<file path="config.mk">
export PLATFORM = sky130hd
export DESIGN_NAME = rca_sbb_profiler_gen2
export DESIGN_NICKNAME = d
export VERILOG_FILES = /design/src/rtl/rca_profiler_pkg.sv /design/src/rtl/rca_profiler_victim_sel.sv /design/src/rtl/rca_sbb_profiler_gen2.sv
export SDC_FILE = /design/constraint.sdc
export NUM_CORES = 1
export LEC_CHECK = 0
export CAP_MARGIN = 10
export CORE_MARGIN = 5
export CORE_UTILIZATION = 40
export CTS_CLUSTER_DIAMETER = 60
export DETAILED_ROUTE_END_ITERATION = 8
export GPL_TIMING_DRIVEN = 0
export PLACE_DENSITY = 0.62
export SLEW_MARGIN = 20
export SYNTH_ARGS = -nofsm -noshare
export SYNTH_HDL_FRONTEND = slang
export SYNTH_SLANG_ARGS = --single-unit
</file>
<file path="constraint.sdc">
create_clock -name clk -period 35.4 [get_ports clk]
set_clock_uncertainty 0.15 [all_clocks]
set_input_delay 5.31 -clock clk [delete_from_list [all_inputs] [get_ports clk]]
set_output_delay 5.31 -clock clk [all_outputs]
set_load 0.05 [all_outputs]
</file>
<file path="src/rtl/rca_profiler_pkg.sv">
// Shared op/field encodings and default parameters for the SBB profiler.
// No logic of its own.
package rca_profiler_pkg;

   typedef enum logic [1:0] {
      OP_READ        = 2'd0,
      OP_TOGGLE_LOCK = 2'd1,
      OP_CLEAR_ENTRY = 2'd2,
      OP_ACK_EXC     = 2'd3
   } op_e;

   typedef enum logic [1:0] {
      FLD_ADDR    = 2'd0,
      FLD_VALID   = 2'd1,
      FLD_COUNT   = 2'd2,
      FLD_PENDING = 2'd3
   } field_e;

   localparam int DEF_NUM_ENTRIES    = 8;
   localparam int DEF_COUNT_W        = 8;
   localparam int DEF_THRESHOLD      = 64;
   localparam int DEF_SBB_MAX_OFFSET = -256;
   localparam int DEF_ID_W           = 3;
   localparam int DEF_AGE_PERIOD     = 4096;

endpackage

</file>
<file path="src/rtl/rca_profiler_victim_sel.sv">
// Picks the allocation victim: lowest invalid entry, else lowest-index minimum count.
// Latency: combinational; backpressure: none.
module rca_profiler_victim_sel
   import rca_profiler_pkg::*;
#(
   parameter int NUM_ENTRIES = DEF_NUM_ENTRIES,
   parameter int COUNT_W     = DEF_COUNT_W
) (
   input  logic [NUM_ENTRIES-1:0]         valid,
   input  logic [NUM_ENTRIES*COUNT_W-1:0] counts,
   output logic [$clog2(NUM_ENTRIES)-1:0] victim
);

   localparam int IDX_W = $clog2(NUM_ENTRIES);

   logic             inv_found;
   logic [IDX_W-1:0] inv_idx;
   logic [IDX_W-1:0] min_idx;
   logic [COUNT_W-1:0] min_cnt;

   always_comb begin
      inv_found = 1'b0;
      inv_idx   = '0;
      min_idx   = '0;
      min_cnt   = counts[COUNT_W-1:0];
      // Descending scan so the lowest invalid index wins.
      for (int i = NUM_ENTRIES - 1; i >= 0; i--) begin
         if (!valid[i]) begin
            inv_found = 1'b1;
            inv_idx   = IDX_W'(i);
         end
      end
      // Strict compare keeps the lowest index among equal minima.
      for (int i = 1; i < NUM_ENTRIES; i++) begin
         if (counts[i*COUNT_W +: COUNT_W] < min_cnt) begin
            min_cnt = counts[i*COUNT_W +: COUNT_W];
            min_idx = IDX_W'(i);
         end
      end
      victim = inv_found ? inv_idx : min_idx;
   end

endmodule

</file>
<file path="src/rtl/rca_sbb_profiler_gen2.sv">
// SBB loop profiler FU: hot-branch cache, threshold exceptions; result 1 cycle after accept,
// issue_ready low while wb_done held awaiting wb_ack. Aging via RCA_PROFILER_AGING_EN.
module rca_sbb_profiler_gen2
   import rca_profiler_pkg::*;
#(
   parameter int NUM_ENTRIES    = DEF_NUM_ENTRIES,
   parameter int COUNT_W        = DEF_COUNT_W,
   parameter int THRESHOLD      = DEF_THRESHOLD,
   parameter int SBB_MAX_OFFSET = DEF_SBB_MAX_OFFSET,
   parameter int ID_W           = DEF_ID_W,
   parameter int AGE_PERIOD     = DEF_AGE_PERIOD
) (
   input  logic                           clk,
   input  logic                           rst_n,
   input  logic                           br_valid,
   input  logic                           br_taken,
   input  logic [31:0]                    br_pc,
   input  logic [20:0]                    br_offset,
   input  logic                           issue_valid,
   output logic                           issue_ready,
   input  logic [ID_W-1:0]                issue_id,
   input  logic [1:0]                     issue_op,
   input  logic [$clog2(NUM_ENTRIES)-1:0] issue_entry,
   input  logic [1:0]                     issue_field,
   output logic                           wb_done,
   input  logic                           wb_ack,
   output logic [ID_W-1:0]                wb_id,
   output logic [31:0]                    wb_rd,
   output logic                           exc_valid,
   output logic [$clog2(NUM_ENTRIES)-1:0] exc_entry
);

   localparam int IDX_W = $clog2(NUM_ENTRIES);
   localparam logic [COUNT_W-1:0] CNT_MAX = '1;
   localparam logic [COUNT_W-1:0] THR     = COUNT_W'(THRESHOLD);
   localparam logic signed [20:0] SBB_LIM = 21'(SBB_MAX_OFFSET);

   typedef struct packed {
      logic [31:0]        addr;
      logic               valid;
      logic [COUNT_W-1:0] count;
   } entry_t;

   entry_t ent_q [NUM_ENTRIES];
   entry_t ent_d [NUM_ENTRIES];
   logic [NUM_ENTRIES-1:0] pend_q, pend_d, hit, at_max, valid_vec;
   logic [NUM_ENTRIES*COUNT_W-1:0] count_vec;
   logic [IDX_W-1:0] victim, low_idx;
   logic locked, upd, is_sbb, alloc, sat, halve, age_tick;
   logic accept, clr_op, ack_op;
   logic signed [20:0] off_s;
   logic [31:0] rd_val;

   assign upd         = br_valid & br_taken & ~locked;
   assign off_s       = $signed(br_offset);
   assign is_sbb      = (off_s < 21'sd0) && (off_s > SBB_LIM);
   assign issue_ready = ~wb_done;
   assign accept      = issue_valid & ~wb_done;
   assign clr_op      = accept & (op_e'(issue_op) == OP_CLEAR_ENTRY);
   assign ack_op      = accept & (op_e'(issue_op) == OP_ACK_EXC);

`ifdef RCA_PROFILER_AGING_EN
   localparam int AGE_W = (AGE_PERIOD > 1) ? $clog2(AGE_PERIOD) : 1;
   logic [AGE_W-1:0] age_cnt;

   assign age_tick = ~locked & (age_cnt == AGE_W'(AGE_PERIOD - 1));

   always_ff @(posedge clk or negedge rst_n) begin
      if (!rst_n)
         age_cnt <= '0;
      else if (!locked)
         age_cnt <= age_tick ? '0 : age_cnt + 1'b1;
   end
`else
   assign age_tick = 1'b0;
`endif

   always_comb begin
      for (int i = 0; i < NUM_ENTRIES; i++) begin
         valid_vec[i] = ent_q[i].valid;
         count_vec[i*COUNT_W +: COUNT_W] = ent_q[i].count;
         hit[i]    = upd & ent_q[i].valid & (ent_q[i].addr == br_pc);
         at_max[i] = (ent_q[i].count == CNT_MAX);
      end
   end

   rca_profiler_victim_sel #(
      .NUM_ENTRIES (NUM_ENTRIES),
      .COUNT_W     (COUNT_W)
   ) u_victim_sel (
      .valid  (valid_vec),
      .counts (count_vec),
      .victim (victim)
   );

   assign sat   = |(hit & at_max);
   assign halve = sat | age_tick;
   assign alloc = upd & ~(|hit) & is_sbb;

   // Software clear/ack are applied last so they win over a same-cycle branch.
   always_comb begin
      for (int i = 0; i < NUM_ENTRIES; i++) begin
         ent_d[i] = ent_q[i];
         if (halve)
            ent_d[i].count = ent_q[i].count >> 1;
         if (hit[i])
            ent_d[i].count = halve ? (ent_q[i].count >> 1) + 1'b1 : ent_q[i].count + 1'b1;
         pend_d[i] = pend_q[i] | ((ent_q[i].count < THR) && (ent_d[i].count >= THR));
         if (alloc && victim == IDX_W'(i)) begin
            ent_d[i]  = '{addr: br_pc, valid: 1'b1, count: COUNT_W'(1)};
            pend_d[i] = 1'b0;
         end
         if ((clr_op || ack_op) && issue_entry == IDX_W'(i))
            pend_d[i] = 1'b0;
         if (clr_op && issue_entry == IDX_W'(i))
            ent_d[i] = '0;
      end
   end

   always_comb begin
      rd_val = '0;
      if (op_e'(issue_op) == OP_READ) begin
         case (field_e'(issue_field))
            FLD_ADDR:    rd_val = ent_q[issue_entry].addr;
            FLD_VALID:   rd_val = 32'(ent_q[issue_entry].valid);
            FLD_COUNT:   rd_val = 32'(ent_q[issue_entry].count);
            FLD_PENDING: rd_val = 32'(pend_q);
            default:     rd_val = '0;
         endcase
      end
   end

   always_comb begin
      low_idx = '0;
      for (int i = NUM_ENTRIES - 1; i >= 0; i--)
         if (pend_q[i]) low_idx = IDX_W'(i);
   end

   always_ff @(posedge clk or negedge rst_n) begin
      if (!rst_n) begin
         for (int i = 0; i < NUM_ENTRIES; i++) ent_q[i] <= '0;
         pend_q    <= '0;
         locked    <= 1'b1;
         wb_done   <= 1'b0;
         wb_id     <= '0;
         wb_rd     <= '0;
         exc_valid <= 1'b0;
         exc_entry <= '0;
      end else begin
         for (int i = 0; i < NUM_ENTRIES; i++) ent_q[i] <= ent_d[i];
         pend_q    <= pend_d;
         exc_valid <= |pend_q;
         exc_entry <= low_idx;
         if (accept && op_e'(issue_op) == OP_TOGGLE_LOCK)
            locked <= ~locked;
         if (accept) begin
            wb_done <= 1'b1;
            wb_id   <= issue_id;
            wb_rd   <= rd_val;
         end else if (wb_ack) begin
            wb_done <= 1'b0;
         end
      end
   end

endmodule

</file>
## Yosys cells after proc, flatten, opt, wreduce, memory -nomap -nowiden

Index checks and enable logic that the tools add are counted.

- Add/subtract/negate cells: 16
- $lt $le $gt $ge: 26
- Eq/ne operators: 36
- Muxes and demuxes: 101
- Bitwise logic cells: 36
- Reduce and logical (&&, ||, !) cells: 51

Operators by type and width:

| kind | number |
|---|---|
| $mux 41 | 18 |
| $eq 32x32->1 | 8 |
| $mux 8 | 30 |
| $pmux 32 s4 | 1 |
| $bmux 41 s3 | 1 |
| $add 7x1->8 const B | 8 |
| $add 8x1->8 const B | 8 |
| $eq 8x8->1 const B | 8 |
| $ge 8x7->1 const B | 8 |
| $lt 8x7->1 const B | 8 |
| $mux 3 | 21 |
| $lt 8x8->1 | 7 |
| $logic_and 1x1->1 | 34 |
| $mux 32 | 1 |
| $mux 1 | 27 |
| $eq 3x3->1 const B | 8 |
| $reduce_or 8->1 | 3 |
| $and 1x1->1 | 23 |
| $gt 21x9->1 const B | 1 |
| $lt 21x1->1 const B | 1 |
| $reduce_bool 2->1 | 9 |
| $eq 3x2->1 const B | 4 |
| $and 8x8->8 | 1 |
| $eq 2x2->1 const B | 4 |
| 10 further kinds | 24 |

- Bits in registers: 377
- Bits of input ports: 69
- Output and inout port bits: 41
- Word-level logic and storage cells: 297

## Logic depth before layout (Yosys ltp)

- Depth in word-level cells: 19
- Depth in mapped cells: 81
- Mapped depth without buffers: 70

## Hierarchy

Synthesis repeated with hierarchy kept, for this count alone.

- Cell total of the unflattened synthesis: 3003
- Area total of the unflattened synthesis: 26243.9 um2

Modules (own cells, without submodules):

| module | instances | cells an instance | area each (um2) | seq. area each (um2) |
|---|---|---|---|---|
| rca_sbb_profiler_gen2 | 1 | 2697 | 23948.0 | 9435.3 |
| rca_profiler_victim_sel | 1 | 306 | 2296.0 | 0.0 |

## Worst setup path after synthesis

No wires, ideal clock.

- Path kind: register to register
- From: reg count_vec[6] (netlist name)
- To: reg ent_q[235] (netlist name)
- Library setup time: 0.136 ns
- Arrival: 13.838 ns
- Data required time: 35.114 ns
- Setup slack: 21.276 ns
- Cell stages (with the launch flop): 78
- Buffers on the path: 11
- Period minus slack after synthesis: 14.124 ns
- Path through: dfrtp_1 -> inv_1 -> ha_1 -> a21o_1 -> a21o_1 -> a311oi_2 -> buf_2 -> buf_1 -> a21oi_1 -> ha_1 -> and4_1 -> nand4_1 -> o221ai_1 -> o21bai_1 -> or2_1 -> buf_2 -> buf_1 -> nor2_1 -> (+42 left out) -> nand3_1 -> nand3_1 -> clkbuf_1 -> nor2_1 -> a21oi_1 -> ha_1 -> a21oi_1 -> nor2b_1 -> o21ai_0 -> nand2b_1 -> o41ai_1 -> o311ai_2 -> a311o_1 -> buf_2 -> buf_2 -> buf_2 -> o31ai_1 -> a21oi_1

- Word-level cells in the longest chain between the ends: 18
- Elaborated cells between the ends (all ways): 24
- Classes of those cells: order compare: 7; eq/ne: 1; mux: 14; reduce/logical: 2

RTL lines:

| item | RTL line | RTL |
|---|---|---|
| $lt 8x8->1 | rca_profiler_victim_sel.sv:35 | `if (counts[i*COUNT_W +: COUNT_W] < min_cnt) begin` |
| $mux 8 | rca_profiler_victim_sel.sv:35 |  |
| $lt 8x8->1 | rca_profiler_victim_sel.sv:35 |  |
| $mux 8 | rca_profiler_victim_sel.sv:35 |  |
| $lt 8x8->1 | rca_profiler_victim_sel.sv:35 |  |
| $mux 8 | rca_profiler_victim_sel.sv:35 |  |
| $lt 8x8->1 | rca_profiler_victim_sel.sv:35 |  |
| $mux 8 | rca_profiler_victim_sel.sv:35 |  |
| (+2 left out) | -- |  |
| $lt 8x8->1 | rca_profiler_victim_sel.sv:35 |  |
| $mux 8 | rca_profiler_victim_sel.sv:35 |  |
| $lt 8x8->1 | rca_profiler_victim_sel.sv:35 |  |
| $mux 3 * | rca_profiler_victim_sel.sv:35 |  |
| $mux 3 * | rca_profiler_victim_sel.sv:40 | `victim = inv_found ? inv_idx : min_idx;` |
| $eq 3x2->1 * | rca_sbb_profiler_gen2.sv:109 | `if (alloc && victim == IDX_W'(i)) begin` |
| $logic_and 1x1->1 * | rca_sbb_profiler_gen2.sv:109 |  |
| $reduce_bool 2->1 (no line) * | -- |  |

Mark *: on every way between the ends. The rest lies on a longest branch, timed or not.
A chain may end at the register's enable or synchronous reset.

## Worst setup path after layout

- From: reg count_vec[7] (netlist name)
- To: reg ent_q[10] (netlist name)

- Word-level cells in the longest chain between the ends: 18
- Elaborated cells between the ends (all ways): 24
- Classes of those cells: order compare: 7; eq/ne: 1; mux: 14; reduce/logical: 2

RTL lines:

| item | RTL line |
|---|---|
| $lt 8x8->1 | rca_profiler_victim_sel.sv:35 |
| $mux 8 | rca_profiler_victim_sel.sv:35 |
| $lt 8x8->1 | rca_profiler_victim_sel.sv:35 |
| $mux 8 | rca_profiler_victim_sel.sv:35 |
| $lt 8x8->1 | rca_profiler_victim_sel.sv:35 |
| $mux 8 | rca_profiler_victim_sel.sv:35 |
| $lt 8x8->1 | rca_profiler_victim_sel.sv:35 |
| $mux 8 | rca_profiler_victim_sel.sv:35 |
| (+2 left out) | -- |
| $lt 8x8->1 | rca_profiler_victim_sel.sv:35 |
| $mux 8 | rca_profiler_victim_sel.sv:35 |
| $lt 8x8->1 | rca_profiler_victim_sel.sv:35 |
| $mux 3 * | rca_profiler_victim_sel.sv:35 |
| $mux 3 * | rca_profiler_victim_sel.sv:40 |
| $eq 3x3->1 * | rca_sbb_profiler_gen2.sv:109 |
| $logic_and 1x1->1 * | rca_sbb_profiler_gen2.sv:109 |
| $reduce_bool 2->1 (no line) * | -- |

Marked as above.

==> results by group <==
Outcome
  • Status: completed

Die
  • Die Area: between 70,000 and 80,000 um^2
  • Die height: between 200 and 300 um
  • Core Rows: 94
  • Starting Density: 0.404
  • Die width: 268 um
  • Ports: 110
  • Core box area: 66,000 um^2

STA
  • Setup TNS: 0 ps
  • Fin. Hold Viols: 0
  • Final min period: 18,240 ps
  • # setup viols final: 0
  • Slew at the pin closest to its max-slew limit: 1210 ps
  • Final period util: 0.515
  • Slew Limit Fails: 0
  • Peak Freq: 0.0548 GHz
  • Max-slew headroom: 0.194
  • WHS: 323 ps
  • RSZ-0062 raised after global routing: no

Routing
  • DR DRC count: 0
  • Initial DRC count: 4,575
  • Antenna Nets Post-Route: 0
  • Per-cell routed wire length: 33.5 um
  • DR vias/cell: 6.99
  • DRT Pass-1 Iters: 7
  • DR vias: between 20,000 and 30,000
  • Routed wire length: around 130,000 um

Finish
  • Footprint of the multi-input gates: 15,700 um^2
  • Layout fillers: 6,456
  • Share of layout cells above drive strength 1: 0.0966
  • Sequential Area: between 9000 and 10,000 um^2
  • Area grow syn2layout: 14.5%
  • Fin nets: about 3,200

Pwr
  • Worst ir drop on vdd: 34.2 uV
  • Switch share: 0.423
  • Leakage: 12.2 nW
  • Comb power frac: 0.338
  • Power Density: 50.9 nW/um^2
  • Clk pwr share: 0.376
  • Sequential power share: 0.286
  • P_sw: 658 uW
  • Pint: 898 uW
  • Total Power: 1.56 mW

CTS
  • Register clock-pin slew on the reported worst setup and hold paths: approximately 60 ps
  • H-tree levels: 2
  • CTS Buffer Depth: 3
  • CTS tree: built
  • Post-CTS sizing: 0
  • Clk_lat worst skew: 650 ps
  • # hold bufs at CTS: 0
  • Clk sinks: 377
  • Clock Tree Root: clkbuf_16
  • Post-CTS setup buffers: 0
  • Number of CTS-inserted buffers: 52

Global routing
  • First-pass GRT wire length: between 150,000 and 200,000 um
  • Gr busiest metal: met2
  • GRT Overall Usage: 0.359
  • Vias in the first global route: about 26,000
  • Pin count of the biggest net entering global routing: 91
  • Met2 Usage GRT: 0.505
  • Gr ovfl total: 0
  • GRT met3 Usage: 0.124
  • M1 GR Usage: 0.486
  • Initial antenna violation count: 6

Setup path
  • Critical path's most frequent cell: a21oi_1
  • Slowest-stage cell, CP: nor3_2
  • CP required: 35,790 ps
  • Worst R2R Setup Slack: 17,160 ps
  • Critical path type: flop to flop
  • Critical Path Max Stage Delay: between 700 and 800 ps
  • CP max FO: 10
  • Startpoint type of the worst setup path: flop
  • Crit path arrival time: 18,630 ps
  • Crit path capture type: flop

Placement
  • Routability-driven placement congestion ratio: about 1.1
  • Post-DP HPWL: 103,000 um
  • Port Buffers: 74

Flow run
  • Maxcap violations: 0

Synthesis
  • Mean Syn Cell Area: roughly 9.1 um^2
  • Warnings from Yosys: 0
  • Mapped Nets: just over 3,000
  • Mapped cell area: ~27,000 um^2
  • Main synth FF type: dfrtp_1
  • Async S/R FF share, synth: 1.00
  • Yosys reg bits: 377
  • Post-synth EDFFs: 0
  • Post-synthesis sequential area ratio: 0.354
  • Instance count of the mapped netlist: 2,940
  • Yosys cell types: 78

Hold path
  • Hold Crit Class: flop to flop
## synthesized netlist by cell type (79+ instances only)
library cell | count | share of area
dfrtp_1 | 376 | 0.35
a21oi_1 | 332 | 0.062
nand4_1 | 309 | 0.072
o31ai_1 | 258 | 0.073
clkbuf_1 | 209 | 0.029
xor2_1 | 173 | 0.057
nand2_1 | 163 | 0.023
xnor2_1 | 133 | 0.044
nor2_1 | 113 | 0.016
nor3_1 | 92 | 0.017
mux4_2 | 90 | 0.076
buf_2 | 79 | 0.015
## logic make-up after synthesis
kind of cell / count (synthesis) / share of synthesized area
AO/OA/AOI/OAI: 778 / 0.185
buffers and inverters: 398 / 0.0600
XOR/XNOR: 306 / 0.100
multiplexers: 171 / 0.107
adder cells (fa/ha/maj): 50 / 0.0233
flip-flops: 377 / 0.354
AND/OR/NAND/NOR: 860 / 0.171
## area by class of cell
cell class              instances  area share
well taps                     864      0.0354
clock buffers                  64      0.0461
clock inverters                31      0.0149
flip-flops and latches        377       0.309
inverters                      55     0.00676
multi-input cells            2165       0.514
repair buffers                 80      0.0285
diodes                          5    0.000409
plain buffers                 343      0.0457
## worst paths after layout
| check | start | end | cells after the start |
|---|---|---|---|
| setup / recovery | count_vec[7]$_DFF_PN0_ | ent_q[10]$_DFFE_PN0P_ | 77 |
| hold / removal | wb_rd[29]$_DFFE_PN0P_ | wb_rd[29]$_DFFE_PN0P_ | 2 |
| setup reg to reg | count_vec[7]$_DFF_PN0_ | ent_q[10]$_DFFE_PN0P_ | 77 |
| hold reg to reg | wb_rd[29]$_DFFE_PN0P_ | wb_rd[29]$_DFFE_PN0P_ | 2 |
| max in group asynchronous | rst_n | count_vec[21]$_DFF_PN0_ | 3 |
| min in group asynchronous | rst_n | ent_q[229]$_DFFE_PN0P_ | 1 |
## through the flow
step           std cells  cell area (um^2)  setup slack, ps   util
2_1_floorplan       2940             26700            21280      -
3_3_place_gp        3878             28500            10980  0.432
6_report            3984             30600            17160  0.463
5_1_grt             3982             30600            15800  0.463
3_5_place_dp        3884             28700            17680  0.435
4_1_cts             3979             30500            17600  0.463
## per-layer routing
metal | wire, um | share of wire
met1 | 51100 | 0.38
met2 | 53800 | 0.40
met3 | 19700 | 0.15
met4 | 8970 | 0.067
met5 | 24 | 0.00018
## registers in the layout, summed over array words and instances, names as in the netlist, 3 cells and up
| register | flops |
|---|---|
| count_vec | 64 |
| ent_q | 264 |
| pend_q | 8 |
| wb_rd | 32 |
| exc_entry | 3 |
| wb_id | 3 |
## power by group through the flow
| stage | combinational (mW) | sequential (mW) | clock, mW |
|---|---|---|---|
| final | 0.526 | 0.444 | 0.585 |
| after global routing | 0.536 | 0.445 | 0.599 |
| after detailed placement | 0.492 | 0.452 | 0 |
| after global placement | 0.492 | 0.453 | 0 |
| after CTS | 0.495 | 0.444 | 0.585 |
| after floorplan | 0.292 | 0.453 | 0 |
## critical path: cells and delay by family, from the launching register on
kind	cells	cell delay, ps
AO/OA/AOI/OAI	29	6530
buffers and inverters	15	4270
flip-flops	1	330
adder cells (fa/ha/maj)	7	2000
multiplexers	2	740
AND/OR/NAND/NOR	24	4090
## layout by cell type, fill, tap and decap left out, drive strengths merged, types with 10 or more instances in the layout
master | netlist | layout
dfrtp | 376 | 376
a21oi | 332 | 332
nand4 | 309 | 309
clkbuf | 209 | 274
o31ai | 258 | 258
xor2 | 173 | 173
nand2 | 163 | 163
buf | 134 | 140
xnor2 | 133 | 133
nor2 | 113 | 113
nor3 | 93 | 93
mux4 | 90 | 90
clkdlybuf4s50 | 0 | 73
o21ai | 71 | 71
mux2i | 70 | 70
inv | 54 | 62
nand3 | 50 | 50
ha | 49 | 49
nor4 | 49 | 49
a21boi | 16 | 16
a21o | 14 | 14
nor2b | 13 | 13
and3 | 13 | 13
nor3b | 13 | 13
mux2 | 11 | 11
o22ai | 10 | 10
clkinv | 1 | 10
No activity file was read; power rests on OpenSTA's default activity.
